File: src/rtl/vliw_pkg.sv
// Shared types and constants for the two-slot VLIW core front end.
package vliw_pkg;

  localparam int unsigned INSTR_W = 32;
  localparam int unsigned SLOT_W  = 16;
  localparam int unsigned CNT_W   = 3;

  localparam logic [31:0] EXC_VECTOR_DEF = 32'h0000_0030;

  typedef enum logic [1:0] {
    ST_BOOT = 2'd0,
    ST_RUN  = 2'd1,
    ST_EXC  = 2'd2
  } state_t;

  // What the IF/ID register does on the coming edge.
  typedef enum logic [1:0] {
    ACT_HOLD   = 2'd0,
    ACT_FETCH  = 2'd1,
    ACT_SQUASH = 2'd2,
    ACT_EXC    = 2'd3
  } act_t;

endpackage

File: src/rtl/pc_next_sel.sv
// Combinational priority select of next PC, next state and IF/ID action.
module pc_next_sel
  import vliw_pkg::*;
#(
  parameter logic [31:0] EXC_VECTOR  = EXC_VECTOR_DEF,
  parameter int unsigned EXC_BUBBLES = 3
) (
  input  state_t             state_q,
  input  logic [CNT_W-1:0]   cnt_q,
  input  logic [31:0]        pc_q,
  input  logic               stall,
  input  logic               redirect_valid,
  input  logic [31:0]        redirect_pc,
  input  logic               exc_valid,
  output state_t             state_d,
  output logic [31:0]        pc_d,
  output logic [CNT_W-1:0]   cnt_d,
  output act_t               act,
  output logic               misalign_set
);

  localparam logic [CNT_W-1:0] EXC_CNT = CNT_W'(EXC_BUBBLES - 1);

  logic redirect_bad;

  assign redirect_bad = redirect_valid && (redirect_pc[1:0] != 2'b00);

  always_comb begin
    state_d      = state_q;
    pc_d         = pc_q;
    cnt_d        = cnt_q;
    act          = ACT_HOLD;
    misalign_set = 1'b0;
    case (state_q)
      ST_BOOT: state_d = ST_RUN;
      ST_RUN: begin
        // A misaligned branch target is reported as an exception.
        if (exc_valid || redirect_bad) begin
          misalign_set = !exc_valid && redirect_bad;
          pc_d         = EXC_VECTOR;
          cnt_d        = EXC_CNT;
          state_d      = ST_EXC;
          act          = ACT_EXC;
        end else if (redirect_valid) begin
          pc_d = redirect_pc;
          act  = ACT_SQUASH;
        end else if (!stall) begin
          pc_d = pc_q + 32'd4;
          act  = ACT_FETCH;
        end
      end
      ST_EXC: begin
        pc_d = EXC_VECTOR;
        if (cnt_q == '0) state_d = ST_RUN;
        else             cnt_d   = cnt_q - 1'b1;
      end
      default: state_d = ST_BOOT;
    endcase
  end

endmodule

File: src/rtl/vliw_fetch_stage.sv
// Instruction fetch stage: owns the PC, drives the instruction memory address
// and captures the returned bundle into the IF/ID register.
module vliw_fetch_stage
  import vliw_pkg::*;
#(
  parameter logic [31:0] RESET_PC    = 32'h0000_0000,
  parameter logic [31:0] EXC_VECTOR  = EXC_VECTOR_DEF,
  parameter int unsigned EXC_BUBBLES = 3
) (
  input  logic               clk,
  input  logic               reset,
  input  logic               stall,
  input  logic               redirect_valid,
  input  logic [31:0]        redirect_pc,
  input  logic               exc_valid,
  output logic [31:0]        imem_pc,
  input  logic [INSTR_W-1:0] imem_ir,
  output logic               ifid_valid,
  output logic [INSTR_W-1:0] ifid_ir,
  output logic [31:0]        ifid_pc,
  output logic [31:0]        ifid_pc4,
  output logic [31:0]        epc,
  output logic               misalign,
  output state_t             dbg_state
);

  state_t             state_q, state_d;
  logic [CNT_W-1:0]   cnt_q, cnt_d;
  logic [31:0]        pc_q, pc_d;
  logic               ifid_valid_q, ifid_valid_d;
  logic [INSTR_W-1:0] ifid_ir_q, ifid_ir_d;
  logic [31:0]        ifid_pc_q, ifid_pc_d;
  logic [31:0]        ifid_pc4_q, ifid_pc4_d;
  logic [31:0]        epc_q, epc_d;
  logic               misalign_q, misalign_d;
  logic               misalign_set;
  act_t               act;

  pc_next_sel #(
    .EXC_VECTOR  (EXC_VECTOR),
    .EXC_BUBBLES (EXC_BUBBLES)
  ) u_pc_next_sel (
    .state_q        (state_q),
    .cnt_q          (cnt_q),
    .pc_q           (pc_q),
    .stall          (stall),
    .redirect_valid (redirect_valid),
    .redirect_pc    (redirect_pc),
    .exc_valid      (exc_valid),
    .state_d        (state_d),
    .pc_d           (pc_d),
    .cnt_d          (cnt_d),
    .act            (act),
    .misalign_set   (misalign_set)
  );

  always_comb begin
    ifid_valid_d = ifid_valid_q;
    ifid_ir_d    = ifid_ir_q;
    ifid_pc_d    = ifid_pc_q;
    ifid_pc4_d   = ifid_pc4_q;
    epc_d        = epc_q;
    misalign_d   = misalign_q | misalign_set;
    case (act)
      ACT_FETCH: begin
        ifid_valid_d = 1'b1;
        ifid_ir_d    = imem_ir;
        ifid_pc_d    = pc_q;
        ifid_pc4_d   = pc_q + 32'd4;
      end
      ACT_SQUASH: ifid_valid_d = 1'b0;
      ACT_EXC: begin
        ifid_valid_d = 1'b0;
        epc_d        = ifid_pc_q;
      end
      default: ;
    endcase
  end

  always_ff @(posedge clk or negedge reset) begin
    if (!reset) begin
      state_q      <= ST_BOOT;
      cnt_q        <= '0;
      pc_q         <= RESET_PC;
      ifid_valid_q <= 1'b0;
      ifid_ir_q    <= '0;
      ifid_pc_q    <= '0;
      ifid_pc4_q   <= '0;
      epc_q        <= '0;
      misalign_q   <= 1'b0;
    end else begin
      state_q      <= state_d;
      cnt_q        <= cnt_d;
      pc_q         <= pc_d;
      ifid_valid_q <= ifid_valid_d;
      ifid_ir_q    <= ifid_ir_d;
      ifid_pc_q    <= ifid_pc_d;
      ifid_pc4_q   <= ifid_pc4_d;
      epc_q        <= epc_d;
      misalign_q   <= misalign_d;
    end
  end

  assign imem_pc    = pc_q;
  assign ifid_valid = ifid_valid_q;
  assign ifid_ir    = ifid_ir_q;
  assign ifid_pc    = ifid_pc_q;
  assign ifid_pc4   = ifid_pc4_q;
  assign epc        = epc_q;
  assign misalign   = misalign_q;
  assign dbg_state  = state_q;

endmodule

File: config.mk
export PLATFORM = sky130hd
export DESIGN_NAME = vliw_fetch_stage
export DESIGN_NICKNAME = d
export VERILOG_FILES = /design/src/rtl/vliw_pkg.sv /design/src/rtl/pc_next_sel.sv /design/src/rtl/vliw_fetch_stage.sv
export SDC_FILE = /design/constraint.sdc
export NUM_CORES = 1
export LEC_CHECK = 0
export CORE_MARGIN = 5
export CORE_UTILIZATION = 50
export DETAILED_ROUTE_END_ITERATION = 10
export PLACE_DENSITY_LB_ADDON = 0.1
export SYNTH_ARGS = -nofsm -noshare
export SYNTH_HDL_FRONTEND = slang
export SYNTH_SLANG_ARGS = --single-unit
File: constraint.sdc
create_clock -name clk -period 5.6 [get_ports clk]
set_input_delay 1.12 -clock clk [delete_from_list [all_inputs] [get_ports clk]]
set_output_delay 1.12 -clock clk [all_outputs]
set_load 0.1 [all_outputs]
Word-level counts from Yosys, hierarchy flattened
Cells that the tools add are included.
{ "op_classes": {"add_sub_neg": 2, "n_eq_ne": 9, "mux": 17, "bitwise_logic": 1, "n_reduce_logical": 13} }
{ "ops": {"columns": ["operator", "n"], "rows": [
  ["$mux W32", 3],
  ["$pmux W32 S2", 1],
  ["$add A32 B3 Y32 const B", 1],
  ["$mux W2", 5],
  ["$eq A2 B2 Y1 const B", 3],
  ["$mux W3", 2],
  ["$pmux W2 S3", 1],
  ["$pmux W3 S2", 1],
  ["$reduce_bool A2 Y1", 3],
  ["$eq A2 B1 Y1 const B", 2],
  ["$ne A2 B1 Y1 const B", 2],
  ["$ne A4 B3 Y1 const B", 1],
  ["$reduce_and A2 Y1", 2],
  ["$logic_not A3 Y1", 1],
  ["$mux W1", 3],
  ["$reduce_and A3 Y1", 1],
  ["$sub A3 B1 Y3 const B", 1],
  ["$logic_and A1 B1 Y1", 2],
  ["$logic_not A2 Y1", 1],
  ["$ne A2 B2 Y1 const B", 1],
  ["$pmux W1 S2", 1],
  ["$reduce_or A2 Y1", 1],
  ["$logic_not A1 Y1", 1],
  ["$logic_or A1 B1 Y1", 1],
  ["$or A1 B1 Y1", 1]
]} }
{ "word_totals": {"reg_bits": 167, "inputBits": 69, "out_inout_bits": 164, "elab_cells": 51} }

Depth between registers and ports, before layout
{ "logic_depth": {"word_depth": 8, "ltp_mapped": 9, "mapped_depth_nobuf": 7} }

Modules after synthesis
Synthesis repeated with hierarchy kept, for this count alone.
{ "hier_totals": {"hier_cells": 852, "area_unflattened_um2": 7987.7} }
{ "modules_own_cells": {"columns": ["mod", "n_inst", "cells_each", "area_per_inst_um2", "seq_area_each_um2"], "rows": [
  ["vliw_fetch_stage", 1, 586, 6373.6, 4129.0],
  ["pc_next_sel", 1, 266, 1614.0, 0.0]
]} }

Worst setup path before layout
Ideal clock, no wire load.
{ "synth_timing": {"path_type": "reg-to-reg", "startpoint": "register state_q[0] (netlist: dbg_state[0])", "endpoint": "register pc_q[26] (netlist: imem_pc[26])", "setup_ps": 87, "t_arrival_ps": 2681, "required_ps": 5513, "setup_slack_ps": 2832, "path_stages_with_launch": 8, "path_buffers": 1, "period_less_slack_ps": 2768, "path_cell_list": "dfrtp_1 -> inv_1 -> ha_1 -> clkbuf_1 -> nor3_2 -> nand3_1 -> or2_2 -> o211ai_1"} }
{ "synth_via": {"elab_chain_cells": 3, "word_cells_on_any_way": 6, "cone_classes": "3 x eq/ne; 1 x mux; 2 x reduce/logical"} }
{ "synth_lines": {"columns": ["item", "line", "text"], "rows": [
  ["from (decl)", "vliw_fetch_stage.sv:27", "state_t state_q, state_d;"],
  ["from (signal assigned)", "vliw_fetch_stage.sv:92", "state_q <= state_d;"],
  ["$eq A2 B1 Y1 / $eq A2 B2 Y1 (equally long branches)", "pc_next_sel.sv:34", "case (state_q)"],
  ["$ne A4 B3 Y1 (no source line) / $reduce_bool A2 Y1 (equally long branches)", null, null],
  ["$reduce_and A2 Y1 (no source line)", null, null],
  ["to (signal assigned)", "vliw_fetch_stage.sv:94", "pc_q <= pc_d;"],
  ["to (decl)", "vliw_fetch_stage.sv:29", "logic [31:0] pc_q, pc_d;"]
]} }
Several ways; a longest one is shown, not always the timed one.
A chain may end at the register's enable or synchronous reset.

Worst setup path after layout
{ "layout_timing": {"startpoint": "input redirect_valid", "endpoint": "register pc_q[19] (netlist: imem_pc[19])"} }
{ "layout_via": {"elab_chain_cells": 4, "word_cells_on_any_way": 7, "cone_classes": "1 x eq/ne; 3 x mux; 3 x reduce/logical"} }
{ "layout_lines": {"columns": ["item", "line", "text"], "rows": [
  ["from (decl)", "vliw_fetch_stage.sv:13", "input logic redirect_valid,"],
  ["$logic_and A1 B1 Y1", "pc_next_sel.sv:26", "assign redirect_bad = redirect_valid && (redirect_pc[1:0] != 2'b00);"],
  ["$logic_or A1 B1 Y1", "pc_next_sel.sv:38", "if (exc_valid || redirect_bad) begin"],
  ["$ne A4 B3 Y1 (no source line) / $mux W32 (equally long branches)", null, null],
  ["$reduce_and A2 Y1 (no source line) / $pmux W32 S2 (equally long branches)", null, null]
]} }
Several ways; a longest one is shown, not always the timed one.

==> metrics.yaml <==
run_status:
  status: "complete, no violations"
layout:
  drive_above_1_share_pct: 7.67
  mostFrequentLayoutCells: "242 x nand2_1, 231 x clkdlybuf4s50_1, 165 x dfrtp_1"
  num_antenna_cells: 0
  syn2layout_area_growth_pct: 39.8
  final_common_cell: "nand2_1"
  finalInstanceArea_um2: 10300
  postLayoutCoreUtil_pct: 71.2
  nFillCells: 1111
  nets: 1043
routing:
  avgRoutedWirePerCell_um: 18.4
  dr.first_iter.drc_count: 468
  wl_met1_um: 8840
  dr_total_vias: 6430
  wl_um: 21400
  ant_nets: 0
  met3WireLength_um: 1700
  avgViaCountPerCell: 5.53
  wl_met2_um: 10200
  drc: 0
  drt_pass1_iterations: 5
  routed.top_layer: "met4"
cts:
  post_cts_buffers: 0
  cts_hold_buf: 0
  clk_latency_ns: 0.42
  cts_resized: 0
  clkTransAtPathRegs_ns: 0.06
  cts_tree: "done"
  cts.path.max_buffers: 2
  cts_sinks: 165
  root_buffer: "clkbuf_16"
  htreeDepth: 4
  cts_buffers: 17
run:
  drv_cap: 0
sta:
  fin_setup_tns_ns: 0
  rsz0062_at_grt: "no"
  min_period_ns: 3.39
  hold_viol_final: 0
  timing.hold.ws_ns: 0.473
  relSlewSlack_pct: 19.2
  worstMarginPinSlew_ns: 1.21
  setup_viol: 0
  max_freq_ghz: 0.295
  finalClockSkew_ns: 0.00759
  maxSlewViolCount: 0
  finalCritPeriodShare_pct: 60.5
logic_synthesis:
  synth_top_family_by_area: "simple AND/OR/NAND/NOR gates"
  yosysUniqueCellTypes: 50
  synth-adder-area-share_pct: 1.36
  ys_seq_area_share_pct: 56.0
  ys_async_sr_fraction_pct: 100
  avgSynthCellArea_um2: 9.67
  postSynth.topFlopCell: "dfrtp_1"
  synthMuxAreaShare_pct: 5.30
  synth-simple-area-share_pct: 19.6
  synth-xor-area-share_pct: 3.45
  synth_seq_cells: 165
  synthCells: 762
  synth_area_um2: 7370
  yosysWarningCount: 0
  synth_compound_area_share_pct: 10.5
  synth_edf_count: 0
  synth_fp_nets: 839
grt:
  antenna_found_initial: 0
  globalRouteTotalUtil_pct: 24.8
  grt_max_degree: 109
  grt_pass1_vias: 6472
  gr-total-overflow: 0
  grt_pass1_wl_um: 34900
floorplan:
  fp.dieH_um: 131
  num_rows: 44
  start_util_pct: 50.9
  die-width_um: 131
  ios: 233
  dieArea_um2: 17300
  core_um2: 14500
worst_setup_path:
  critPathLaunch: "redirect_valid"
  crit_type: "input pin to flip-flop"
  worstPathRequired_ns: 5.90
  r2r-start: "dbg_state[1]"
  start_kind: "input pin"
  crit_fanout: 41
  cp.arrival_ns: 3.69
  end_kind: "flip-flop"
place:
  globalplace.congestion: 0.871
  dp_hpwl_um: 15200
  placed_area_um2: 9770
  io_buffers: 232
worst_hold_path:
  worstHoldStart: "ifid_ir[3]"
  hp-class: "flip-flop to flip-flop"
worst paths after layout:
kind,endpoint,slack (ns),cells past startpoint
min in group asynchronous,epc[22],0.69,1
setup / recovery,imem_pc[19],2.21,6
setup reg to reg,imem_pc[19],2.67,7
hold / removal,ifid_ir[3],0.47,2
hold reg to reg,ifid_ir[3],0.47,2
max in group asynchronous,ifid_ir[27],3.76,2
critical path, cell delays in order:
cell             delay, ns
clkdlybuf4s50_1       0.40
buf_4                 0.27
o31ai_4               0.96
or4_1                 0.57
a21oi_1               0.07
a211o_1               0.28
cell usage after synthesis (2+ instances only):
library cell	number	share of area, %
ha_1	8	1.4
buf_4	3	0.31
nor3_1	5	0.34
o211ai_1	6	0.61
o21bai_1	2	0.20
a22oi_1	9	0.92
dfrtp_1	165	56
buf_2	15	1.0
o31a_1	2	0.24
nand2_1	242	12
nor2_1	15	0.76
nor3_2	3	0.41
and2_1	4	0.34
o21a_1	3	0.31
or3_1	3	0.25
clkbuf_2	2	0.14
o311ai_0	3	0.36
nand4_2	2	0.34
a211o_1	2	0.24
and4_1	3	0.36
o311ai_1	3	0.36
a32oi_1	4	0.48
o21ai_0	67	4.6
mux2_2	32	4.9
o22ai_1	4	0.34
nor4_1	9	0.76
a21oi_1	19	1.3
nand3_1	22	1.5
mux2i_1	3	0.41
o2bb2ai_1	2	0.24
or4_1	3	0.31
clkbuf_1	28	1.4
xor2_1	14	1.7
buf_1	4	0.20
and3_1	4	0.34
nand4_1	7	0.59
xnor2_1	15	1.8
inv_1	13	0.66
sequential cells by signal, summed over array words and instances (netlist names):
name and flops:
ifid_valid 1, ifid_pc4 30, dbg_state 2, imem_pc 32, epc 32, ifid_pc 32, ifid_ir 32, misalign 1
cnt_q 3
per-stage QoR:
step           std cells  setup WS (ns)
6_report            1162           2.21
5_1_grt             1162           2.10
4_1_cts             1162           2.21
3_5_place_dp        1131           1.86
3_3_place_gp        1131           1.91
2_1_floorplan        762           2.83
cell families after synthesis:
family                   Yosys count
flip-flops                       165
multiplexers                      35
AND/OR/NAND/NOR                  330
AO/OA/AOI/OAI                    130
XOR/XNOR                          29
buffers and inverters             65
adder cells (fa/ha/maj)            8
metal layers:
layer,GRT usage (%),up-vias
li1,-,2975
met3,7.95,38
met5,0,-
met4,9.31,0
met1,33.1,3133
met2,38.3,284
final cells by class:
cell class	count	area [µm²]	share of cell area (%)
clock inverters	8	78.8	0.765
flip-flops and latches	165	4130	40.1
repair buffers	237	2360	22.9
well taps	184	230	2.23
inverters	13	48.8	0.474
clock buffers	23	458	4.44
multi-input cells	532	3000	29.1
Power is not shown: default switching activity piles up to over one toggle a cycle in this logic, so the estimate is an artifact.
